[src/rtl/uart_pkg.sv]
// Shared types and helpers for the parametrised UART core.
// Optional feature macro used by the core: UART_LOOPBACK_EN.
package uart_pkg;

  typedef enum logic [2:0] {
    TX_IDLE,
    TX_START,
    TX_DATA,
    TX_PARITY,
    TX_STOP1,
    TX_STOP2
  } tx_state_t;

  typedef enum logic [2:0] {
    RX_IDLE,
    RX_START,
    RX_DATA,
    RX_PARITY,
    RX_STOP1,
    RX_STOP2
  } rx_state_t;

  localparam logic PAR_EVEN = 1'b0;
  localparam logic PAR_ODD  = 1'b1;

  localparam logic [3:0] MIN_LEN = 4'd5;

  // Character length forced into the range the datapath supports
  function automatic logic [3:0] clamp_len(input logic [3:0] len, input logic [3:0] maxLen);
    if (len < MIN_LEN) return MIN_LEN;
    else if (len > maxLen) return maxLen;
    else return len;
  endfunction

endpackage

[src/rtl/uart_baud_tick.sv]
// Oversample tick generator: one-cycle pulse every max(baud_div,1) clocks.
// Part of the UART core; the core's optional macro is UART_LOOPBACK_EN (unused here).
module uart_baud_tick
  import uart_pkg::*;
#(
  parameter int DIV_W = 16
) (
  input  logic             i_clk,
  input  logic             i_rst,
  input  logic [DIV_W-1:0] i_baud_div,
  output logic             o_tick
);

  logic [DIV_W-1:0] r_count;
  logic [DIV_W-1:0] w_last;

  // A divisor of zero behaves like one; >= keeps a shrinking divisor from overrunning
  assign w_last = (i_baud_div == '0) ? '0 : i_baud_div - DIV_W'(1);
  assign o_tick = !i_rst && (r_count >= w_last);

  // Free-running counter that wraps on the tick
  always_ff @(posedge i_clk) begin
    if (i_rst) r_count <= '0;
    else if (r_count >= w_last) r_count <= '0;
    else r_count <= r_count + DIV_W'(1);
  end

endmodule

[src/rtl/uart_core_param.sv]
// Single-clock UART transceiver with shared oversample tick, runtime framing
// and independent TX/RX state machines.
// Optional feature macro: UART_LOOPBACK_EN (adds i_loopback, routes TX into RX).
module uart_core_param
  import uart_pkg::*;
#(
  parameter int DATA_W = 8,
  parameter int OVS    = 16,
  parameter int DIV_W  = 16
) (
  input  logic              i_clk,
  input  logic              i_rst,
  input  logic [DIV_W-1:0]  i_baud_div,
  input  logic [3:0]        i_length,
  input  logic              i_parity_en,
  input  logic              i_parity_type,
  input  logic              i_stop2,
  input  logic              i_tx_valid,
  output logic              o_tx_ready,
  input  logic [DATA_W-1:0] i_tx_data,
  output logic              o_tx_done,
  output logic              o_txd,
  input  logic              i_rxd,
  output logic              o_rx_valid,
  output logic [DATA_W-1:0] o_rx_data,
  output logic              o_rx_parity_err,
  output logic              o_rx_frame_err
`ifdef UART_LOOPBACK_EN
  ,
  input  logic              i_loopback
`endif
);

  localparam int CNT_W = $clog2(OVS);
  localparam logic [CNT_W-1:0] CNT_LAST = CNT_W'(OVS - 1);
  localparam logic [CNT_W-1:0] CNT_HALF = CNT_W'(OVS / 2 - 1);

  logic w_tick;

  uart_baud_tick #(.DIV_W(DIV_W)) u_tick (
    .i_clk      (i_clk),
    .i_rst      (i_rst),
    .i_baud_div (i_baud_div),
    .o_tick     (w_tick)
  );

  // ---------------- transmitter ----------------
  tx_state_t         r_txState, w_txNext;
  logic              r_txPend;
  logic [CNT_W-1:0]  r_txCnt;
  logic [3:0]        r_txIdx, r_txLen;
  logic [DATA_W-1:0] r_txShift;
  logic              r_txParEn, r_txParBit, r_txStop2, r_txDone;
  logic              w_txSerial, w_txAccept, w_txBitEnd, w_txLastStop, w_txParIn;
  logic [3:0]        w_txLenIn;
  logic [DATA_W-1:0] w_txMask;

  assign w_txLenIn    = clamp_len(i_length, 4'(DATA_W));
  assign w_txMask     = (DATA_W'(1) << w_txLenIn) - DATA_W'(1);
  assign w_txParIn    = (^(i_tx_data & w_txMask)) ^ (i_parity_type == PAR_ODD);
  assign w_txAccept   = i_tx_valid && o_tx_ready;
  assign w_txBitEnd   = w_tick && (r_txCnt == CNT_LAST);
  assign w_txLastStop = (r_txState == TX_STOP2) || (r_txState == TX_STOP1 && !r_txStop2);
  assign o_tx_done    = r_txDone;

  // TX state register
  always_ff @(posedge i_clk) begin
    if (i_rst) r_txState <= TX_IDLE;
    else r_txState <= w_txNext;
  end

  // TX next state: each bit lasts OVS ticks, framing taken from the latched config
  always_comb begin
    w_txNext = r_txState;
    case (r_txState)
      TX_IDLE:   if (r_txPend && w_tick) w_txNext = TX_START;
      TX_START:  if (w_txBitEnd) w_txNext = TX_DATA;
      TX_DATA:   if (w_txBitEnd && r_txIdx == r_txLen - 4'd1)
                   w_txNext = r_txParEn ? TX_PARITY : TX_STOP1;
      TX_PARITY: if (w_txBitEnd) w_txNext = TX_STOP1;
      TX_STOP1:  if (w_txBitEnd) w_txNext = r_txStop2 ? TX_STOP2 : TX_IDLE;
      TX_STOP2:  if (w_txBitEnd) w_txNext = TX_IDLE;
      default:   w_txNext = TX_IDLE;
    endcase
  end

  // TX outputs: ready only when idle with nothing waiting for the first tick
  always_comb begin
    o_tx_ready = (r_txState == TX_IDLE) && !r_txPend;
    w_txSerial = 1'b1;
    case (r_txState)
      TX_START:  w_txSerial = 1'b0;
      TX_DATA:   w_txSerial = r_txShift[0];
      TX_PARITY: w_txSerial = r_txParBit;
      default:   w_txSerial = 1'b1;
    endcase
  end

  // TX datapath: latch character and config on accept, count ticks, shift bits out
  always_ff @(posedge i_clk) begin
    if (i_rst) begin
      r_txPend   <= 1'b0;
      r_txCnt    <= '0;
      r_txIdx    <= '0;
      r_txLen    <= MIN_LEN;
      r_txShift  <= '0;
      r_txParEn  <= 1'b0;
      r_txParBit <= 1'b0;
      r_txStop2  <= 1'b0;
      r_txDone   <= 1'b0;
    end else begin
      r_txDone <= w_txBitEnd && w_txLastStop;
      if (w_txAccept) begin
        r_txPend   <= 1'b1;
        r_txShift  <= i_tx_data;
        r_txLen    <= w_txLenIn;
        r_txParEn  <= i_parity_en;
        r_txParBit <= w_txParIn;
        r_txStop2  <= i_stop2;
      end else if (r_txState == TX_IDLE && r_txPend && w_tick) begin
        r_txPend <= 1'b0;
      end
      if (r_txState == TX_IDLE) r_txCnt <= '0;
      else if (w_tick) r_txCnt <= (r_txCnt == CNT_LAST) ? '0 : r_txCnt + CNT_W'(1);
      if (r_txState != TX_DATA) r_txIdx <= '0;
      else if (w_txBitEnd) begin
        r_txIdx   <= r_txIdx + 4'd1;
        r_txShift <= r_txShift >> 1;
      end
    end
  end

  // ---------------- receiver ----------------
  rx_state_t         r_rxState, w_rxNext;
  logic              r_sync1, r_sync2, w_rxIn;
  logic [CNT_W-1:0]  r_rxCnt;
  logic [3:0]        r_rxIdx, r_rxLen;
  logic [DATA_W-1:0] r_rxShift, r_rxData;
  logic              r_rxParEn, r_rxParType, r_rxStop2;
  logic              r_rxPeAcc, r_rxFeAcc, r_rxArmed;
  logic              r_rxValid, r_rxPe, r_rxFe;
  logic              w_rxStartDet, w_rxSample, w_rxLastStop, w_rxFinal, w_rxFeFinal;

`ifdef UART_LOOPBACK_EN
  assign w_rxIn = i_loopback ? w_txSerial : i_rxd;
  assign o_txd  = i_loopback ? 1'b1 : w_txSerial;
`else
  assign w_rxIn = i_rxd;
  assign o_txd  = w_txSerial;
`endif

  assign o_rx_valid      = r_rxValid;
  assign o_rx_data       = r_rxData;
  assign o_rx_parity_err = r_rxPe;
  assign o_rx_frame_err  = r_rxFe;

  // RX state register
  always_ff @(posedge i_clk) begin
    if (i_rst) r_rxState <= RX_IDLE;
    else r_rxState <= w_rxNext;
  end

  // RX sample strobes: half a bit after start detect, then every OVS ticks
  always_comb begin
    w_rxStartDet = (r_rxState == RX_IDLE) && w_tick && !r_sync2 && r_rxArmed;
    w_rxSample   = w_tick && (((r_rxState == RX_START) && (r_rxCnt == CNT_HALF)) ||
                              ((r_rxState != RX_IDLE) && (r_rxState != RX_START) &&
                               (r_rxCnt == CNT_LAST)));
    w_rxLastStop = (r_rxState == RX_STOP2) || (r_rxState == RX_STOP1 && !r_rxStop2);
    w_rxFinal    = w_rxSample && w_rxLastStop;
    w_rxFeFinal  = r_rxFeAcc || !r_sync2;
  end

  // RX next state: a start bit that reads high at mid-bit is treated as a glitch
  always_comb begin
    w_rxNext = r_rxState;
    case (r_rxState)
      RX_IDLE:   if (w_rxStartDet) w_rxNext = RX_START;
      RX_START:  if (w_rxSample) w_rxNext = r_sync2 ? RX_IDLE : RX_DATA;
      RX_DATA:   if (w_rxSample && r_rxIdx == r_rxLen - 4'd1)
                   w_rxNext = r_rxParEn ? RX_PARITY : RX_STOP1;
      RX_PARITY: if (w_rxSample) w_rxNext = RX_STOP1;
      RX_STOP1:  if (w_rxSample) w_rxNext = r_rxStop2 ? RX_STOP2 : RX_IDLE;
      RX_STOP2:  if (w_rxSample) w_rxNext = RX_IDLE;
      default:   w_rxNext = RX_IDLE;
    endcase
  end

  // RX datapath: synchroniser, tick counting, bit capture, error accumulation, result registers
  always_ff @(posedge i_clk) begin
    if (i_rst) begin
      r_sync1     <= 1'b1;
      r_sync2     <= 1'b1;
      r_rxCnt     <= '0;
      r_rxIdx     <= '0;
      r_rxLen     <= MIN_LEN;
      r_rxShift   <= '0;
      r_rxParEn   <= 1'b0;
      r_rxParType <= PAR_EVEN;
      r_rxStop2   <= 1'b0;
      r_rxPeAcc   <= 1'b0;
      r_rxFeAcc   <= 1'b0;
      r_rxArmed   <= 1'b1;
      r_rxValid   <= 1'b0;
      r_rxData    <= '0;
      r_rxPe      <= 1'b0;
      r_rxFe      <= 1'b0;
    end else begin
      r_sync1   <= w_rxIn;
      r_sync2   <= r_sync1;
      r_rxValid <= 1'b0;
      if (r_rxState == RX_IDLE && !r_rxArmed && r_sync2) r_rxArmed <= 1'b1;
      if (w_rxStartDet) begin
        r_rxCnt     <= '0;
        r_rxIdx     <= '0;
        r_rxShift   <= '0;
        r_rxLen     <= clamp_len(i_length, 4'(DATA_W));
        r_rxParEn   <= i_parity_en;
        r_rxParType <= i_parity_type;
        r_rxStop2   <= i_stop2;
        r_rxPeAcc   <= 1'b0;
        r_rxFeAcc   <= 1'b0;
      end else if (r_rxState != RX_IDLE && w_tick) begin
        r_rxCnt <= w_rxSample ? '0 : r_rxCnt + CNT_W'(1);
      end
      if (w_rxSample) begin
        case (r_rxState)
          RX_DATA: begin
            r_rxShift <= r_rxShift | (DATA_W'(r_sync2) << r_rxIdx);
            r_rxIdx   <= r_rxIdx + 4'd1;
          end
          RX_PARITY: r_rxPeAcc <= (r_sync2 != ((^r_rxShift) ^ (r_rxParType == PAR_ODD)));
          RX_STOP1, RX_STOP2: if (!r_sync2) r_rxFeAcc <= 1'b1;
          default: ;
        endcase
      end
      if (w_rxFinal) begin
        r_rxValid <= 1'b1;
        r_rxData  <= r_rxShift;
        r_rxPe    <= r_rxPeAcc;
        r_rxFe    <= w_rxFeFinal;
        if (w_rxFeFinal) r_rxArmed <= 1'b0;
      end
    end
  end

endmodule

[config.mk]
export PLATFORM = sky130hd
export DESIGN_NAME = uart_core_param
export DESIGN_NICKNAME = d
export VERILOG_FILES = /design/src/rtl/uart_pkg.sv /design/src/rtl/uart_baud_tick.sv /design/src/rtl/uart_core_param.sv
export SDC_FILE = /design/constraint.sdc
export NUM_CORES = 1
export LEC_CHECK = 0
export ABC_CLOCK_PERIOD_IN_PS = 4900
export BUFFER_PORTS_ARGS = -buffer_cell sky130_fd_sc_hd__buf_2
export CAP_MARGIN = 20
export CORE_ASPECT_RATIO = 1.25
export CORE_MARGIN = 2
export CORE_UTILIZATION = 40
export DETAILED_ROUTE_END_ITERATION = 8
export PLACE_DENSITY = 0.55
export RECOVER_POWER = 25
export SLEW_MARGIN = 25
export SYNTH_ARGS = -nofsm -noshare
export SYNTH_HDL_FRONTEND = slang
export SYNTH_SLANG_ARGS = --single-unit
export TNS_END_PERCENT = 5
[constraint.sdc]
create_clock -name i_clk -period 4.9 [get_ports i_clk]
set_clock_uncertainty 0.15 [all_clocks]
set_input_delay 0 -clock i_clk [delete_from_list [all_inputs] [get_ports i_clk]]
set_output_delay 0 -clock i_clk [all_outputs]
set_load 0.01 [all_outputs]
# Word level (Yosys, flattened, before mapping)
# Cells that the tools add are included.
classes:
  bitwise: 4
  n_eq_ne: 30
  n_mux: 47
  n_shift: 2
  n_addsub: 9
  n_lt_le_gt_ge: 3
  n_reduce_logical: 47
ops:
  columns: ["operator", "count"]
  rows:
  - ["2-to-1 mux 3 bit", 16]
  - ["2-to-1 mux 8 bit", 6]
  - ["case mux 3 bit (6 select lines)", 2]
  - ["2-to-1 mux 4 bit", 7]
  - ["!= test 2 bit, second input constant", 12]
  - ["logical AND 1 bit", 23]
  - ["adder 16 x 1 -> 16 bit, second input constant", 1]
  - ["adder 4 x 1 -> 4 bit, second input constant", 4]
  - ["greater-or-equal comparator 16 bit", 1]
  - ["zero test 16 bit", 1]
  - ["2-to-1 mux 16 bit", 1]
  - ["XOR reduction 8 bit", 2]
  - ["subtractor 16 x 1 -> 16 bit, second input constant", 1]
  - ["2-to-1 mux 1 bit", 13]
  - ["== test 3 x 2 -> 1 bit, second input constant", 4]
  - ["== test 3 bit, second input constant", 4]
  - ["AND reduction 6 bit", 2]
  - ["OR reduction 2 bit", 5]
  - ["bitwise AND 8 bit", 1]
  - ["== test 4 bit", 2]
  - ["== test 4 bit, second input constant", 2]
  - ["bitwise OR 8 bit", 1]
  - ["<< shifter 1 x 4 -> 8 bit", 1]
  - ["<< shifter 1 x 4 -> 8 bit, first input constant", 1]
  - ["17 further kinds", 29]
totals:
  ff_bits: 86
  out_inout_bits: 14
  elab_cells: 170
  in_bits: 35

# Depth between registers and ports, before layout
depth:
  word_depth: 11
  mapped_depth: 17
  ltp_nobuf: 14

# Modules after synthesis
# Synthesis repeated with hierarchy kept, for this count alone.
unflattened:
  cells_unflattened: 601
  area_unflattened_um2: 4798.4
modules_own_cells:
  columns: ["module", "seq_area_each_um2", "instances", "cells_each", "area_per_inst_um2"]
  rows:
  - ["uart_core_param", 1401.3, 1, 432, 3455.8]
  - ["uart_baud_tick", 320.3, 1, 169, 1342.5]

# Worst setup path after synthesis
# OpenSTA, ideal clock, no wires.
synth_path:
  kind: "input to register"
  start: "in i_baud_div[5]"
  end: "reg r_rxIdx[0]"
  required_time_ns: 4.635
  cell_stages: 15
  t_arrival_ns: 3.155
  setup_ns: 0.115
  setup_slack_ns: 1.481
  n_path_buf: 3
  cell_sequence: "nor4_1 -> nand4b_1 -> or3_1 -> clkbuf_1 -> clkbuf_1 -> nand2_1 -> ha_1 -> nand4_1 -> nor3_2 -> or4b_4 -> a31oi_1 -> buf_4 -> nand2_1 -> and3_1 -> o21a_1"
synth_via:
  elab_chain_len: 10
  elab_cells_between_ends: 12
  classes_between: "1 x add/sub; 1 x order compare; 4 x mux; 6 x reduce/logical"
synth_lines:
  columns: ["element", "line_no", "source"]
  rows:
  - ["start: declaration", "uart_core_param.sv:13", "input logic [DIV_W-1:0] i_baud_div,"]
  - ["subtractor 16 x 1 -> 16 bit or zero test 16 bit (tied branches)", "uart_baud_tick.sv:18", "assign w_last = (i_baud_div == '0) ? '0 : i_baud_div - DIV_W'(1);"]
  - ["2-to-1 mux 16 bit *", "uart_baud_tick.sv:18", null]
  - ["greater-or-equal comparator 16 bit *", "uart_baud_tick.sv:19", "assign o_tick = !i_rst && (r_count >= w_last);"]
  - ["logical AND 1 bit *", "uart_baud_tick.sv:19", null]
  - ["logical AND 1 bit (3 in a row)", "uart_core_param.sv:165", "w_rxStartDet = (r_rxState == RX_IDLE) && w_tick && !r_sync2 && r_rxArmed;"]
  - ["2-to-1 mux 4 bit", "uart_core_param.sv:213", "if (w_rxStartDet) begin"]
  - ["2-to-1 mux 4 bit", "uart_core_param.sv:227", "case (r_rxState)"]
  - ["2-to-1 mux 4 bit *", "uart_core_param.sv:226", "if (w_rxSample) begin"]
  - ["end signal: assignment", "uart_core_param.sv:230", "r_rxIdx <= r_rxIdx + 4'd1;"]
  - ["end: declaration", "uart_core_param.sv:137", "logic [3:0] r_rxIdx, r_rxLen;"]
# Mark *: on every way between the ends. The rest lies on a longest branch, timed or not.
# A chain may end at the register's enable or synchronous reset.

# Worst setup path in the final report
layout_path:
  start: "in i_baud_div[3]"
  end: "reg r_txShift[2]"
layout_via:
  elab_chain_len: 7
  elab_cells_between_ends: 8
  classes_between: "1 x add/sub; 1 x order compare; 3 x mux; 3 x reduce/logical"
layout_lines:
  columns: ["element", "line_no", "source"]
  rows:
  - ["subtractor 16 x 1 -> 16 bit or zero test 16 bit (tied branches)", "uart_baud_tick.sv:18", null]
  - ["2-to-1 mux 16 bit *", "uart_baud_tick.sv:18", null]
  - ["greater-or-equal comparator 16 bit *", "uart_baud_tick.sv:19", null]
  - ["logical AND 1 bit *", "uart_baud_tick.sv:19", null]
  - ["logical AND 1 bit *", "uart_core_param.sv:62", "assign w_txBitEnd = w_tick && (r_txCnt == CNT_LAST);"]
  - ["2-to-1 mux 8 bit *", "uart_core_param.sv:126", "else if (w_txBitEnd) begin"]
  - ["2-to-1 mux 8 bit *", "uart_core_param.sv:125", "if (r_txState != TX_DATA) r_txIdx <= '0;"]
  - ["end signal: assignment", "uart_core_param.sv:115", "r_txShift <= i_tx_data;"]
  - ["end signal: assignment", "uart_core_param.sv:128", "r_txShift <= r_txShift >> 1;"]
  - ["end: declaration", "uart_core_param.sv:52", "logic [DATA_W-1:0] r_txShift;"]
# Marks and branches as above.

==> results.cfg <==
[clock_tree]
clkTransAtPathRegs_ps = 60
clock-sinks = 86
numCtsBuffers = 9
cts_buffer_depth = 2
h-tree-depth = 3
postCtsSetupBuffers = 0
clock_latency_ps = 340
cts_resized = 0
cts_tree = built
cts_root_buf = clkbuf_16

[timing]
max_slew.worst_pin.slew_ps = 2250
maxSlewHeadroom_pct = -50.0
slew_violations = 45
tns_ps = 0
setup_viol = 0
finalCritPeriodShare_pct = 79.8
hold_viol = 0
max_freq_mhz = 256
rsz0062_at_grt = no
setup_ws_ps = 988
finalCriticalPeriod_ps = 3910

[critical_path]
slowest_delay_ps = 590
critPathSlowestCell = nor4_1
crit_type = in -> reg
crit_chain = buf_2 > nor4_1 > nand3_1 > nor4_1 > xor2_1 > nand2_1 > ha_1 > nand4_1 > nor3_1 > or4b_1 > a31oi_4 > nand4_2 > nor2_1 > a311oi_1
critPathMostFrequentCell = nor4_1
worst_setup_path_end_kind = flip-flop
cp_data_arrival_time_ps = 3870
cp.required_ps = 4860
cp.buffers_inverters = 1
crit_path_start_kind = input pin
critPathMaxFanout = 15
critical_path.top_delay_family = simple AND/OR/NAND/NOR gates

[finish]
drive_above_1_share_pct = 10.1
register_area_sq_mm = 0.00172
finalNetCount = 697
fillCellCount = 1187
antenna_cells = 0
syn2layout_area_growth_pct = 16.1
multi_input_area_sq_mm = 0.00288

[logic_synthesis]
synth.avg_cell_area_sq_um = 8.22
netlist_instances = 584
ys_seq_area_share_pct = 35.9
synth_flop_cell = dfxtp_1
syn_area_sq_mm = 0.00480
synth_cell_type_count = 63
synth_edf_count = 0
synthArstFlopShare_pct = 0
ys_seq_elements = 86
yosysWarningCount = 0

[status]
outcome = complete, but fails checks
violations = capacitance limit, slew limit

[power]
ir_drop_uv = 144
power_density_mw_per_mm2 = 276
total_leakage_power_uw = 0.00230

[route]
vias = 4085
finalWirelength_um = 11000
remaining_drc_errors = 0
drtAntennaViolNets = 0
drt_first_pass_iters = 4
vias_per_cell = 5.09
wl_per_cell_um = 13.7
dr.first_iter.drc_count = 156

[global_routing]
gr-total-overflow = 0
grt_max_degree = 45
first_global_vias = 4023
grt_util_all_layers_pct = 18.1
grt_pass1_wl_um = 18800
grt_antenna_before_repair = 0

[floorplan]
io-pin-count = 49
dieArea_sq_mm = 0.0129
fp.dieH_um = 126
num_rows = 44
initial_core_util_pct = 41.1
die_x_um = 102
core_area_sq_mm = 0.0117

[flow_run]
cap_violations = 1

[placement]
pre_cts_ws_ps = 772
hpwl_um = 8090
place_congestion = 0.858
port_buffers = 48

[worst_hold_path]
hp-class = in -> reg
==> worst register-to-register path, delay by kind of cell (launching register included) <==
kind | cells | cell delay, ps
simple gates | 5 | 1570
compound gates | 2 | 470
flops | 1 | 350
fa+ha+maj | 1 | 310
==> registers in the layout, summed over array words and instances, names as in the netlist, 3 cells and up <==
| register | count |
|---|---|
| o_rx_data | 8 |
| r_txShift | 8 |
| r_rxShift | 8 |
| r_rxState | 3 |
| r_txLen | 4 |
| r_rxIdx | 4 |
| r_txState | 3 |
| r_rxCnt | 4 |
| r_txIdx | 4 |
| u_tick.r_count | 16 |
| r_rxLen | 4 |
| r_txCnt | 4 |
==> cell usage after synthesis (all sizes together), types with 2 or more instances <==
| library cell | count | area (sq um) |
|---|---|---|
| nand2 | 87 | 327 |
| dfxtp | 86 | 1720 |
| nor2 | 76 | 293 |
| xor2 | 32 | 280 |
| xnor2 | 28 | 245 |
| ha | 26 | 325 |
| a21oi | 23 | 126 |
| o21ai | 22 | 110 |
| nand3 | 21 | 128 |
| clkbuf | 20 | 75.1 |
| inv | 17 | 63.8 |
| mux2i | 15 | 150 |
| nor3 | 13 | 80.1 |
| and3 | 11 | 68.8 |
| nand4 | 11 | 75.1 |
| nor2b | 9 | 56.3 |
| a311oi | 8 | 70.1 |
| buf | 8 | 55.1 |
| nor4 | 8 | 50.1 |
| nand2b | 7 | 43.8 |
| a31oi | 6 | 52.6 |
| or2 | 5 | 31.3 |
| and2 | 4 | 25.0 |
| a22o | 3 | 26.3 |
| a211o | 2 | 17.5 |
| a211oi | 2 | 15.0 |
| a41oi | 2 | 17.5 |
| nand3b | 2 | 15.0 |
| nand4b | 2 | 17.5 |
| o21a | 2 | 15.0 |
| o21bai | 2 | 15.0 |
| o31ai | 2 | 15.0 |
| or3 | 2 | 12.5 |
| or4b | 2 | 27.5 |
==> power by group <==
group          leakage, uW  internal (uW)  switching [uW]
sequential        0.000696            711            11.0
clock             0.000142            397             291
combinational      0.00146           59.0            70.2
total              0.00230           1170             372
==> final cells by class <==
class,instances,area share (%)
multi-input cells,454,51.6
flip-flops and latches,86,30.9
clock inverters,7,1.30
clock buffers,9,4.04
inverters,17,1.14
well taps,161,3.61
repair buffers,68,7.36
==> per-stage QoR <==
stage / total power, uW / hold WS [ps] / instance area, sq um / cells / util (%)
floorplan: 814 / -46.2 / 4800 / 585 / -
global placement: 856 / 56.5 / 5140 / 769 / 44.0
detailed placement: 858 / 61.3 / 5140 / 769 / 44.0
CTS: 1550 / 14.4 / 5610 / 802 / 48.0
global route: 1600 / 71.4 / 5570 / 802 / 47.8
finish: 1540 / 16.9 / 5570 / 802 / 47.8
==> what timing repair did <==
item | in CTS | in global routing
hold endpoints to repair | 22 | 0
hold buffers | 17 | 0
setup endpoints to repair | 0 | 0
==> cell families (layout without fill, tap and decap cells) <==
family	Yosys count	in the layout	synth area share (%)
AND/OR/NAND/NOR	264	264	26.7
buffers and inverters	45	101	4.04
flip-flops	86	86	35.9
adder cells (fa/ha/maj)	26	26	6.78
other	1	2	0.0781
XOR/XNOR	60	60	10.9
multiplexers	16	16	3.36
AO/OA/AOI/OAI	86	86	12.2
==> metal layers <==
layer	GRT usage (%)	vias up	wire, um
met5	0	-	0
met4	6.43	0	171
met3	3.03	11	292
met2	32.5	55	5700
met1	21.4	1905	4820
li1	-	2114	-
==> cell usage in the layout, fill, tap and decap left out, drive strengths merged, types with 9 or more instances in the layout <==
cell type    instances
o21ai               22
clkbuf              25
nor2                76
and3                11
inv                 19
dlygate4sd3         17
dfxtp               86
nor2b                9
xor2                32
a21oi               23
nand3               21
nor3                13
nand2               87
buf                 35
ha                  26
nand4               11
xnor2               28
mux2i               15
==> path summary, 6_finish.rpt <==
path                 startpoint           end  slack (ps)  depth (start not counted)
min                 i_length[1]    r_txLen[0]          20                          4
max reg2reg  u_tick.r_count[13]  r_txShift[2]        1810                          8
min reg2reg          r_txLen[3]    r_txLen[3]         320                          2
max               i_baud_div[3]  r_txShift[2]         990                         14
Note: power is estimated with default switching activity, not from simulation.
